--- src/rtl/full_adder.sv ---
`default_nettype none
// ============================================================================
// Module   : full_adder
// Purpose  : Registered WIDTH-bit ripple-carry adder/subtractor with C/V/N/Z
//            flags, built from per-bit full-adder and 2:1 mux cells.
// Revision : 1.0 - initial release
// ============================================================================

module full_adder_mux2_cell (
    input  logic d0,
    input  logic d1,
    input  logic sel,
    output logic y
);
    assign y = sel ? d1 : d0;
endmodule

module full_adder_fa_cell (
    input  logic a,
    input  logic b,
    input  logic c_in,
    output logic s,
    output logic c_out
);
    logic w_p;

    assign w_p   = a ^ b;
    assign s     = w_p ^ c_in;
    assign c_out = (a & b) | (c_in & w_p);
endmodule

module full_adder #(
    parameter int WIDTH = 64
) (
    input  logic             clk,
    input  logic             reset_n,
    input  logic             en,
    input  logic [WIDTH-1:0] A,
    input  logic [WIDTH-1:0] B,
    input  logic             sub,
    output logic [WIDTH-1:0] sum,
    output logic             carry_out,
    output logic             overflow,
    output logic             negative,
    output logic             zero
);
    logic [WIDTH-1:0] w_b_n;
    logic [WIDTH-1:0] w_sel_b;
    logic [WIDTH-1:0] w_s;
    logic [WIDTH-1:0] w_c;
    logic [WIDTH-1:0] w_c_in;
    logic             w_overflow;
    logic             w_zero;

    logic [WIDTH-1:0] r_sum;
    logic             r_carry_out;
    logic             r_overflow;
    logic             r_negative;
    logic             r_zero;

    assign w_b_n = ~B;

    // Subtract injects the +1 of the two's complement through bit 0's carry-in.
    assign w_c_in = {w_c[WIDTH-2:0], sub};

    generate
        for (genvar i = 0; i < WIDTH; i++) begin : g_bit
            full_adder_mux2_cell u_mux (
                .d0  (B[i]),
                .d1  (w_b_n[i]),
                .sel (sub),
                .y   (w_sel_b[i])
            );

            full_adder_fa_cell u_fa (
                .a     (A[i]),
                .b     (w_sel_b[i]),
                .c_in  (w_c_in[i]),
                .s     (w_s[i]),
                .c_out (w_c[i])
            );
        end
    endgenerate

    assign w_overflow = w_c[WIDTH-2] ^ w_c[WIDTH-1];
    assign w_zero     = ~|w_s;

    always_ff @(posedge clk) begin
        if (!reset_n) begin
            r_sum       <= '0;
            r_carry_out <= 1'b0;
            r_overflow  <= 1'b0;
            r_negative  <= 1'b0;
            r_zero      <= 1'b0;
        end else if (en) begin
            r_sum       <= w_s;
            r_carry_out <= w_c[WIDTH-1];
            r_overflow  <= w_overflow;
            r_negative  <= w_s[WIDTH-1];
            r_zero      <= w_zero;
        end
    end

    assign sum       = r_sum;
    assign carry_out = r_carry_out;
    assign overflow  = r_overflow;
    assign negative  = r_negative;
    assign zero      = r_zero;

endmodule
`default_nettype wire

--- config.mk ---
export PLATFORM = sky130hd
export DESIGN_NAME = full_adder
export DESIGN_NICKNAME = d
export VERILOG_FILES = /design/src/rtl/full_adder.sv
export SDC_FILE = /design/constraint.sdc
export NUM_CORES = 1
export LEC_CHECK = 0
export ABC_AREA = 1
export BUFFER_PORTS_ARGS = -buffer_cell sky130_fd_sc_hd__buf_2
export CORE_MARGIN = 8
export CORE_UTILIZATION = 45
export CTS_CLUSTER_SIZE = 12
export DETAILED_ROUTE_END_ITERATION = 7
export PLACE_DENSITY = 0.81
export SKIP_LAST_GASP = 1
export SYNTH_ARGS = -nofsm -noshare
export SYNTH_HDL_FRONTEND = slang
export SYNTH_HIERARCHICAL = 1
export SYNTH_SLANG_ARGS = --single-unit
--- constraint.sdc ---
create_clock -name clk -period 29.7 [get_ports clk]
set_clock_uncertainty 0.15 [all_clocks]
set_input_delay 5.94 -clock clk [delete_from_list [all_inputs] [get_ports clk]]
set_output_delay 5.94 -clock clk [all_outputs]
set_load 0.05 [all_outputs]
Yosys cells after proc, flatten, opt, wreduce, memory -nomap -nowiden --
Index checks and enable logic that the tools add are counted.
Storage, ports and cells: bits in registers 68, input port bits 132, output and inout bits 68, word-level logic and storage cells 393
Cells by class: multiplexer cells 64, bitwise gates (word level) 322, reductions and logical operators 2
Operators with widths (count):
- $xor 1x1->1 | 129
- $and 1x1->1 | 128
- $mux 1 | 64
- $not 64->64 | 1
- $or 1x1->1 | 64
- $reduce_or 64->1 | 1
- $logic_not 1->1 | 1

Logic depth before layout (Yosys ltp) --
Gate-level depths: netlist of the first run.
depth in word-level cells 132, mapped depth 74, gate-level depth less buffers 74

Hierarchy --
Netlist of the first run, hierarchy kept.
Modules (own cells, without submodules):
- full_adder | instances 1, cells an instance 415, area each 2793.9 sq um, sequential area each 1341.3 sq um
- full_adder_fa_cell | instances 64, cells an instance 1, area each 20.0 sq um, sequential area each 0.0 sq um
- full_adder_mux2_cell | instances 64, cells an instance 4, area each 15.0 sq um, sequential area each 0.0 sq um

Worst setup path before layout of the first run --
No wires, ideal clock.
kind input -> register, from input B[0], to register r_zero (netlist: zero), library setup time 0.066 ns, arrival time 30.982 ns, required time 29.484 ns, slack -1.498 ns, stages 74, buffers on the path 0, path through inv_1 nand2_1 nand2_1 fa_1 fa_1 fa_1 fa_1 fa_1 fa_1 fa_1 fa_1 fa_1 fa_1 fa_1 fa_1 fa_1 fa_1 fa_1 (+38 left out) fa_1 fa_1 fa_1 fa_1 fa_1 fa_1 fa_1 fa_1 fa_1 fa_1 fa_1 inv_1 nand2_1 nor2_1 nand2_1 nor2_1 nand3_1 a21oi_2
Between the ends: longest elaborated chain between the ends 132, elaborated cells between the ends (all ways) 196, those cells by class mux (1); bitwise (193); reduce/logical (2)
Ends and longest elaborated chain:
- from (decl) | line 39 | input logic [WIDTH-1:0] B,
- $not 64->64 | line 61 | assign w_b_n = ~B;
- $mux 1 (*) | line 15 | assign y = sel ? d1 : d0;
- named net w_sel_b[0] | line 48 | logic [WIDTH-1:0] w_sel_b;
- $xor 1x1->1 | line 27 | assign w_p = a ^ b;
- $and 1x1->1 | line 29 | assign c_out = (a & b) | (c_in & w_p);
- $or 1x1->1 (*) | line 29
- named net w_c[0] | line 50 | logic [WIDTH-1:0] w_c;
- $and 1x1->1 (*) | line 29
- (+1 left out)
- named net w_c[1] | line 50
- (+2 left out)
- named net w_c[2] | line 50
- (+2 left out)
- named net w_c[3] | line 50
- (+2 left out)
- named net w_c[4] | line 50
- (+2 left out)
- named net w_c[5] | line 50
- (+2 left out)
- named net w_c[6] | line 50
- (+2 left out)
- named net w_c[7] | line 50
- (+2 left out)
- named net w_c[8] | line 50
- (+2 left out)
- named net w_c[9] | line 50
- (+2 left out)
- named net w_c[10] | line 50
- (+2 left out)
- named net w_c[11] | line 50
- (+2 left out)
- named net w_c[12] | line 50
- (+2 left out)
- named net w_c[13] | line 50
- (+2 left out)
- named net w_c[14] | line 50
- (+2 left out)
- named net w_c[15] | line 50
- (+2 left out)
- named net w_c[16] | line 50
- (+2 left out)
- named net w_c[17] | line 50
- (+2 left out)
- named net w_c[18] | line 50
- (+2 left out)
- named net w_c[19] | line 50
- (+2 left out)
- named net w_c[20] | line 50
- (+2 left out)
- named net w_c[21] | line 50
- (+2 left out)
- named net w_c[22] | line 50
- (+2 left out)
- named net w_c[23] | line 50
- (+2 left out)
- named net w_c[24] | line 50
- (+2 left out)
- named net w_c[25] | line 50
- (+2 left out)
- named net w_c[26] | line 50
- (+2 left out)
- named net w_c[27] | line 50
- (+2 left out)
- named net w_c[28] | line 50
- (+2 left out)
- named net w_c[29] | line 50
- (+2 left out)
- named net w_c[30] | line 50
- (+2 left out)
- named net w_c[31] | line 50
- (+2 left out)
- named net w_c[32] | line 50
- (+2 left out)
- named net w_c[33] | line 50
- (+2 left out)
- named net w_c[34] | line 50
- (+2 left out)
- named net w_c[35] | line 50
- (+2 left out)
- named net w_c[36] | line 50
- (+2 left out)
- named net w_c[37] | line 50
- (+2 left out)
- named net w_c[38] | line 50
- (+2 left out)
- named net w_c[39] | line 50
- (+2 left out)
- named net w_c[40] | line 50
- (+2 left out)
- named net w_c[41] | line 50
- (+2 left out)
- named net w_c[42] | line 50
- (+2 left out)
- named net w_c[43] | line 50
- (+2 left out)
- named net w_c[44] | line 50
- (+2 left out)
- named net w_c[45] | line 50
- (+2 left out)
- named net w_c[46] | line 50
- (+2 left out)
- named net w_c[47] | line 50
- (+2 left out)
- named net w_c[48] | line 50
- (+2 left out)
- named net w_c[49] | line 50
- (+2 left out)
- named net w_c[50] | line 50
- (+2 left out)
- named net w_c[51] | line 50
- (+2 left out)
- named net w_c[52] | line 50
- (+2 left out)
- named net w_c[53] | line 50
- (+2 left out)
- named net w_c[54] | line 50
- (+2 left out)
- named net w_c[55] | line 50
- (+2 left out)
- named net w_c[56] | line 50
- (+2 left out)
- named net w_c[57] | line 50
- (+2 left out)
- named net w_c[58] | line 50
- (+2 left out)
- named net w_c[59] | line 50
- (+2 left out)
- named net w_c[60] | line 50
- (+2 left out)
- named net w_c[61] | line 50
- $and 1x1->1 (*) | line 29
- $or 1x1->1 (*) | line 29
- named net w_c[62] | line 50
- $xor 1x1->1 (*) | line 28 | assign s = w_p ^ c_in;
- named net w_s[63] | line 49 | logic [WIDTH-1:0] w_s;
- $reduce_or 64->1 (*) | line 86 | assign w_zero = ~|w_s;
- $logic_not 1->1 (*) | line 86
- to (signal assigned) | line 100 | r_zero <= w_zero;
- to (decl) | line 59 | logic r_zero;
The timed path passes the listed nets; every way through them passes the cells marked *. A chain may end at the register's enable or synchronous reset.

Worst setup path in the final report of the first run --
from input sub, to register r_zero (netlist: zero)
Between the ends: longest elaborated chain between the ends 131, elaborated cells between the ends (all ways) 383, those cells by class mux (64); bitwise (317); reduce/logical (2)
Ends and longest elaborated chain:
- from (decl) | line 40 | input logic sub,
- $mux 1 (*) | line 15
- named net w_sel_b[0] | line 48
- $xor 1x1->1 | line 27
- $and 1x1->1 | line 29
- $or 1x1->1 (*) | line 29
- named net w_c[0] | line 50
- $and 1x1->1 (*) | line 29
- $or 1x1->1 (*) | line 29
- named net w_c[1] | line 50
- (+2 left out)
- named net w_c[2] | line 50
- (+2 left out)
- named net w_c[3] | line 50
- (+2 left out)
- named net w_c[4] | line 50
- (+2 left out)
- named net w_c[5] | line 50
- (+2 left out)
- named net w_c[6] | line 50
- (+2 left out)
- named net w_c[7] | line 50
- (+2 left out)
- named net w_c[8] | line 50
- (+2 left out)
- named net w_c[9] | line 50
- (+2 left out)
- named net w_c[10] | line 50
- (+2 left out)
- named net w_c[11] | line 50
- (+2 left out)
- named net w_c[12] | line 50
- (+2 left out)
- named net w_c[13] | line 50
- (+2 left out)
- named net w_c[14] | line 50
- (+2 left out)
- named net w_c[15] | line 50
- (+2 left out)
- named net w_c[16] | line 50
- (+2 left out)
- named net w_c[17] | line 50
- (+2 left out)
- named net w_c[18] | line 50
- (+2 left out)
- named net w_c[19] | line 50
- (+2 left out)
- named net w_c[20] | line 50
- (+2 left out)
- named net w_c[21] | line 50
- (+2 left out)
- named net w_c[22] | line 50
- (+2 left out)
- named net w_c[23] | line 50
- (+2 left out)
- named net w_c[24] | line 50
- (+2 left out)
- named net w_c[25] | line 50
- (+2 left out)
- named net w_c[26] | line 50
- (+2 left out)
- named net w_c[27] | line 50
- (+2 left out)
- named net w_c[28] | line 50
- (+2 left out)
- named net w_c[29] | line 50
- (+2 left out)
- named net w_c[30] | line 50
- (+2 left out)
- named net w_c[31] | line 50
- (+2 left out)
- named net w_c[32] | line 50
- (+2 left out)
- named net w_c[33] | line 50
- (+2 left out)
- named net w_c[34] | line 50
- (+2 left out)
- named net w_c[35] | line 50
- (+2 left out)
- named net w_c[36] | line 50
- (+2 left out)
- named net w_c[37] | line 50
- (+2 left out)
- named net w_c[38] | line 50
- (+2 left out)
- named net w_c[39] | line 50
- (+2 left out)
- named net w_c[40] | line 50
- (+2 left out)
- named net w_c[41] | line 50
- (+2 left out)
- named net w_c[42] | line 50
- (+2 left out)
- named net w_c[43] | line 50
- (+2 left out)
- named net w_c[44] | line 50
- (+2 left out)
- named net w_c[45] | line 50
- (+2 left out)
- named net w_c[46] | line 50
- (+2 left out)
- named net w_c[47] | line 50
- (+2 left out)
- named net w_c[48] | line 50
- (+2 left out)
- named net w_c[49] | line 50
- (+2 left out)
- named net w_c[50] | line 50
- (+2 left out)
- named net w_c[51] | line 50
- (+2 left out)
- named net w_c[52] | line 50
- (+2 left out)
- named net w_c[53] | line 50
- (+2 left out)
- named net w_c[54] | line 50
- (+2 left out)
- named net w_c[55] | line 50
- (+2 left out)
- named net w_c[56] | line 50
- (+2 left out)
- named net w_c[57] | line 50
- (+2 left out)
- named net w_c[58] | line 50
- (+2 left out)
- named net w_c[59] | line 50
- (+2 left out)
- named net w_c[60] | line 50
- (+2 left out)
- named net w_c[61] | line 50
- $and 1x1->1 (*) | line 29
- $or 1x1->1 (*) | line 29
- named net w_c[62] | line 50
- $xor 1x1->1 (*) | line 28
- named net w_s[63] | line 49
- $reduce_or 64->1 (*) | line 86
- $logic_not 1->1 (*) | line 86
Marked as above.

==> reports/metrics.yaml, run 1 <==
dp_hpwl_um: 11200
worstPathRequired_ps: 29810
start_util_pct: 46.3
ys_seq_area_share_pct: 26.6
fin_util_pct: 59.6
n_fill_cell: 1059
syn_area_per_cell_sq_um: 6.85
critical_path_class: "in -> reg"
hold_class: "reg -> reg"
worstRegToRegCells: 2
powerDensity_mw_per_mm2: 47.7
postCtsSetupBuffers: 0
syn2layout_area_growth_pct: 28.9
async_flop_share_pct: 0
routedWlPerCell_um: 13.1
drtIter0Drc: 317
routabilityCongestion: 0.822
tns_ps: 0
rrSetupSlack_ps: 28840
maxCapViolCount: 0
synth_largest_area_cell: "dfxtp_1"
ff_latch_area_sq_mm: 0.00134
slowest_delay_ps: 430
synth_edf_count: 0
core_area_sq_mm: 0.0109
outcome: "finished, final reports clean"
synth.area.top_cells: "dfxtp_1 27%, fa_1 25%, nand2_1 16%"
track_usage_pct: 18.8
path_delay_family: "adder cells"
r2r-end: "sum[63]"
cts_inserted_buffers: 9
fin_crit_ps: 29360
num_antenna_cells: 0
synth.net_count: 931
drtPass1Iterations: 5
drc: 0
critPathSlowestCell: "fa_1"
ir_drop_mv: 0.0271
worst_pin_slew_ps: 1040
grt_max_degree: 85
min_to: "zero"
layout.nets: 1127
ys_seq_elements: 67
clockBufferDepth: 2
min_period_over_period_pct: 98.9
synth_common_cells: "212 x nand2_1, 146 x inv_1, 135 x nor2_1, 67 x dfxtp_1, 64 x fa_1"
root_buffer: "clkbuf_8"
maxSlewViolCount: 0
grt_overflow: 0
yosysMostFrequentCell: "nand2_1"
portBuffers: 199
ys_types: 18
min_path_cells: 2
clock.fmax_mhz: 34.1
drive_above_1_share_pct: 30.3
clkTransAtPathRegs_ps: 70
htreeDepth: 3
die_x_um: 122
cp-start-kind: "input port"
cts.sinks: 67
grt_setup_unrepaired: "yes"
p_leak_nw: 3.71
via_per_inst: 4.55
end_kind: "register"
multi_input_area_sq_mm: 0.00319
dieArea_sq_mm: 0.0148
cts_tree: "yes"
synth_area_sq_mm: 0.00504
slew_headroom_pct: 30.7
ant_nets: 0
grt_pass1_wl_um: 22500
hold_start: "zero"
cp_common_cell: "fa_2"
ys.flop_type: "dfxtp_1"
critPathMaxFanout: 14
crit_arrival_ps: 29480
r2r-start: "sum[63]"
ys_warn_count: 6
synthCells: 735
vias: 4892
hold_viol: 0
clkLatencyLatePin_ps: 320
rows: 38
io_pins: 200
grt_pass1_vias: 4750
antenna_found_initial: 1
cts_hold_buf: 0
finalPower_w: 0.000310
setup_violations: 0
worstPathBufferInverterCount: 3
wl_um: 14100
die_y_um: 122
synth_top_area_share_pct: 26.6
[repair_timing]
| action | in CTS | in global routing |
|---|---|---|
| pin swaps | 0 | 2 |
| gates resized for setup | 16 | 9 |
| endpoints found under the setup margin | 5 | 4 |
[how the worst max path moves through the flow]
| stage | to | startpoint | cells after the start |
|---|---|---|---|
| final | zero | sub | 75 |
| after global routing | zero | sub | 75 |
| after CTS | zero | sub | 75 |
| after detailed placement | zero | sub | 75 |
| after global placement | zero | sub | 75 |
| after floorplan | zero | B[0] | 74 |
[sequential cells by signal, indices dropped and copies added, names as in the netlist]
| signal | count |
|---|---|
| carry_out | 1 |
| sum | 64 |
| zero | 1 |
| overflow | 1 |
[logic make-up after synthesis]
logic type | count (synthesis) | synth area share, %
XOR/XNOR | 1 | 0.174
AND/OR/NAND/NOR | 351 | 26.3
buffers and inverters | 169 | 13.1
adder cells (fa/ha/maj) | 64 | 25.4
flip-flops | 67 | 26.6
AO/OA/AOI/OAI | 83 | 8.32
[worst register-to-register path, delay by kind of cell (launching register included)]
family | cells | cell delay, ps
flip-flops | 1 | 390
AO/OA/AOI/OAI | 2 | 260
[per-layer routing]
| layer | vias to the layer above | routed length [um] | global-route usage (%) |
|---|---|---|---|
| met5 | - | 13 | 0 |
| met4 | 2 | 107 | 3.70 |
| met3 | 8 | 1150 | 6.15 |
| met2 | 149 | 6860 | 32.4 |
| met1 | 2202 | 5970 | 22.4 |
| li1 | 2531 | - | - |
[per-stage QoR]
step	instances	hold WS (ps)	instance area, sq um	setup slack [ps]
after floorplan	735	553	5130	19.7
final	1076	330	6490	339
after global placement	1060	313	6260	-791
after global routing	1076	343	6490	-215
after CTS	1076	332	6470	30.6
after detailed placement	1060	318	6260	-1050
[cell type report]
type	instances	area share [%]
Clock buffer	14	2.51
Tap cell	140	2.70
Inverter	147	8.50
Sequential cell	67	20.7
Clock inverter	2	0.154
Multi-Input combinational cell	499	49.1
Timing Repair Buffer	207	16.4
[where the power goes]
group	switching [W]	internal (W)	leakage [nW]
Clock	0.0000339	0.0000348	0.0905
Combinational	0.0000894	0.0000473	3.06
Sequential	0.00000476	0.0000997	0.557
Total	0.000128	0.000182	3.71
[cell usage in the layout, fill, tap and decap left out]
master and count:
nand2_1 212, buf_2 198, inv_1 146, nor2_1 135, dfxtp_1 67, fa_2 62
o21ai_0 58, a21oi_1 16, clkbuf_8 11, o21ai_1 8, buf_4 8, clkbuf_1 3
nand3_1 2, nand4_1 2, clkinv_2 2, fa_1 2, inv_2 1, xor2_1 1
a21oi_2 1, buf_6 1
(Power assumes the default switching activity.)
==> run 2, diff against run 1 <==
==> constraint.sdc (replaced) <==
create_clock -name clk -period 29.7 [get_ports clk]
set_clock_uncertainty 0.15 [all_clocks]
set_input_delay 0 -clock clk [delete_from_list [all_inputs] [get_ports clk]]
set_output_delay 0 -clock clk [all_outputs]
set_load 0.05 [all_outputs]
==> reports/metrics.yaml, run 2 (synthesis gave the netlist of run 1 again) <==
outcome: "finished, final reports clean"  # unchanged
die_x_um: 122  # unchanged
worstPathBufferInverterCount: 3  # unchanged
p_leak_nw: 3.99  # was 3.71 nW
cts.sinks: 67  # unchanged
dp.cells: 1054  # was 1060
rrSetupSlack_ps: 28820  # was 28840 ps
setup_violations: 0  # unchanged
min_to: "sum[2]"  # was zero
hold_start: "A[2]"  # was zero
core_area_sq_mm: 0.0109  # unchanged
cp-start-kind: "input port"  # unchanged
start_util_pct: 46.3  # unchanged
worstRegToRegCells: 2  # unchanged
largest_reg_flops: 64  # unchanged
ff_latch_area_sq_mm: 0.00134  # unchanged
dieArea_sq_mm: 0.0148  # unchanged
r2r-end: "sum[63]"  # unchanged
cts_inserted_buffers: 9  # unchanged
io_pins: 200  # unchanged
drtIter0Drc: 384  # was 317
n_fill_cell: 955  # was 1059
maxSlewViolCount: 0  # unchanged
worst_pin_slew_ps: 1050  # was 1040 ps
layout.nets: 1181  # was 1127
grt_overflow: 0  # unchanged
routedWlPerCell_um: 13.6  # was 13.1 um
end_kind: "register"  # unchanged
vias: 5150  # was 4892
stdcell_count: 1128  # was 1076
clockBufferDepth: 2  # unchanged
mostFrequentLayoutCells: "212 x nand2_1, 198 x buf_2, 146 x inv_1"  # unchanged
ir_drop_mv: 0.0266  # was 0.0271 mV
root_buffer: "clkbuf_8"  # unchanged
wl_um: 15400  # was 14100 um
portBuffers: 199  # unchanged
die_y_um: 122  # unchanged
via_per_inst: 4.57  # was 4.55
cp_common_cell: "fa_1"  # was fa_2
drc: 0  # unchanged
slowest_delay_ps: 450  # was 430 ps
postCtsSetupBuffers: 0  # unchanged
clkTransAtPathRegs_ps: 70  # about the same
ant_nets: 0  # unchanged
drtPass1Iterations: 4  # was 5
multi_input_area_sq_mm: 0.00303  # was 0.00319 sq mm
slew_headroom_pct: 30.2  # was 30.7%
clkLatencyLatePin_ps: 330  # was 320 ps
hold_class: "in -> reg"  # was reg -> reg
track_usage_pct: 20.6  # was 18.8%
min_period_over_period_pct: 89.8  # was 98.9%
antenna_found_initial: 1  # unchanged
r2r-start: "sum[63]"  # unchanged
num_antenna_cells: 0  # unchanged
grt_max_degree: 99  # was 85
critical_path_class: "in -> reg"  # unchanged
path_delay_family: "adder cells"  # unchanged
hold_viol: 0  # unchanged
min_path_cells: 4  # was 2
crit_arrival_ps: 26800  # was 29480 ps
dp_hpwl_um: 11100  # was 11200 um
rows: 38  # unchanged
cts_tree: "yes"  # unchanged
grt_setup_unrepaired: "no"  # was yes
drive_above_1_share_pct: 21.9  # was 30.3%
powerDensity_mw_per_mm2: 45.9  # was 47.7 mW/mm^2
finalPower_w: 0.000317  # was 0.000310 W
tns_ps: 0  # unchanged
fin_crit_ps: 26670  # was 29360 ps
critPathMaxFanout: 32  # was 14
critPathSlowestCell: "fa_1"  # unchanged
grt_pass1_wl_um: 24400  # was 22500 um
maxCapViolCount: 0  # unchanged
routabilityCongestion: 0.876  # was 0.822
syn2layout_area_growth_pct: 37.0  # was 28.9%
grt_pass1_vias: 5123  # was 4750
final_common_cell: "nand2_1"  # unchanged
worstPathRequired_ps: 29820  # was 29810 ps
timing.hold.ws_ps: 13.6  # was 330 ps
clock.fmax_mhz: 37.5  # was 34.1 MHz
htreeDepth: 3  # unchanged
run 2: worst max-delay path by stage:
stage          startpoint   end  slack [ps]  cells past startpoint
2_1_floorplan        B[0]  zero        4440                     74
3_3_place_gp          sub  zero        3260                     75
3_5_place_dp          sub  zero        2880                     74
4_1_cts               sub  zero        3170                     74
5_1_grt               sub  zero        2130                     74
6_report              sub  zero        3030                     75
run 2: timing repair:
| action | in CTS | in global routing |
|---|---|---|
| hold buffers | 60 | 0 |
| resized for setup | 0 | 0 |
| endpoints found under the hold margin | 61 | 0 |
| endpoints found under the setup margin | 0 | 0 |
run 2: metrics by stage:
stage                     setup slack (ps)  utilization (%)  instance area, sq um
after floorplan                       4440                -                  5040
after global placement                3260             56.2                  6120
after detailed placement              2880             56.2                  6120
after CTS                             3170             63.4                  6900
after global routing                  2130             63.4                  6900
final                                 3030             63.4                  6900
run 2: worst reg2reg max path, delay by kind of cell (launching register included):
family | cells | cell delay (ps)
AOI/OAI and AO/OA | 2 | 260
DFF | 1 | 330
run 2: layer usage:
metal	routed length (um)	share of wire, %	vias to the layer above	GRT usage [%]
li1	-	-	2633	-
met1	6160	40	2323	23.8
met2	7580	49	170	35.4
met3	1370	8.9	22	7.13
met4	274	1.8	2	5.94
met5	8	0.052	-	0
run 2: final cells by class:
class / instances / share of cell area (%)
repair buffers: 261 / 23.4
flip-flops and latches: 67 / 19.4
clock inverters: 3 / 0.580
clock buffers: 11 / 2.05
inverters: 147 / 8.00
multi-input cells: 499 / 44.0
well taps: 140 / 2.54
run 2: power by group:
group	switching (W)	leakage, nW	internal, W
Combinational	0.0000901	3.34	0.0000483
Clock	0.0000337	0.0950	0.0000399
Sequential	0.00000482	0.557	0.0000997
Total	0.000129	3.99	0.000188
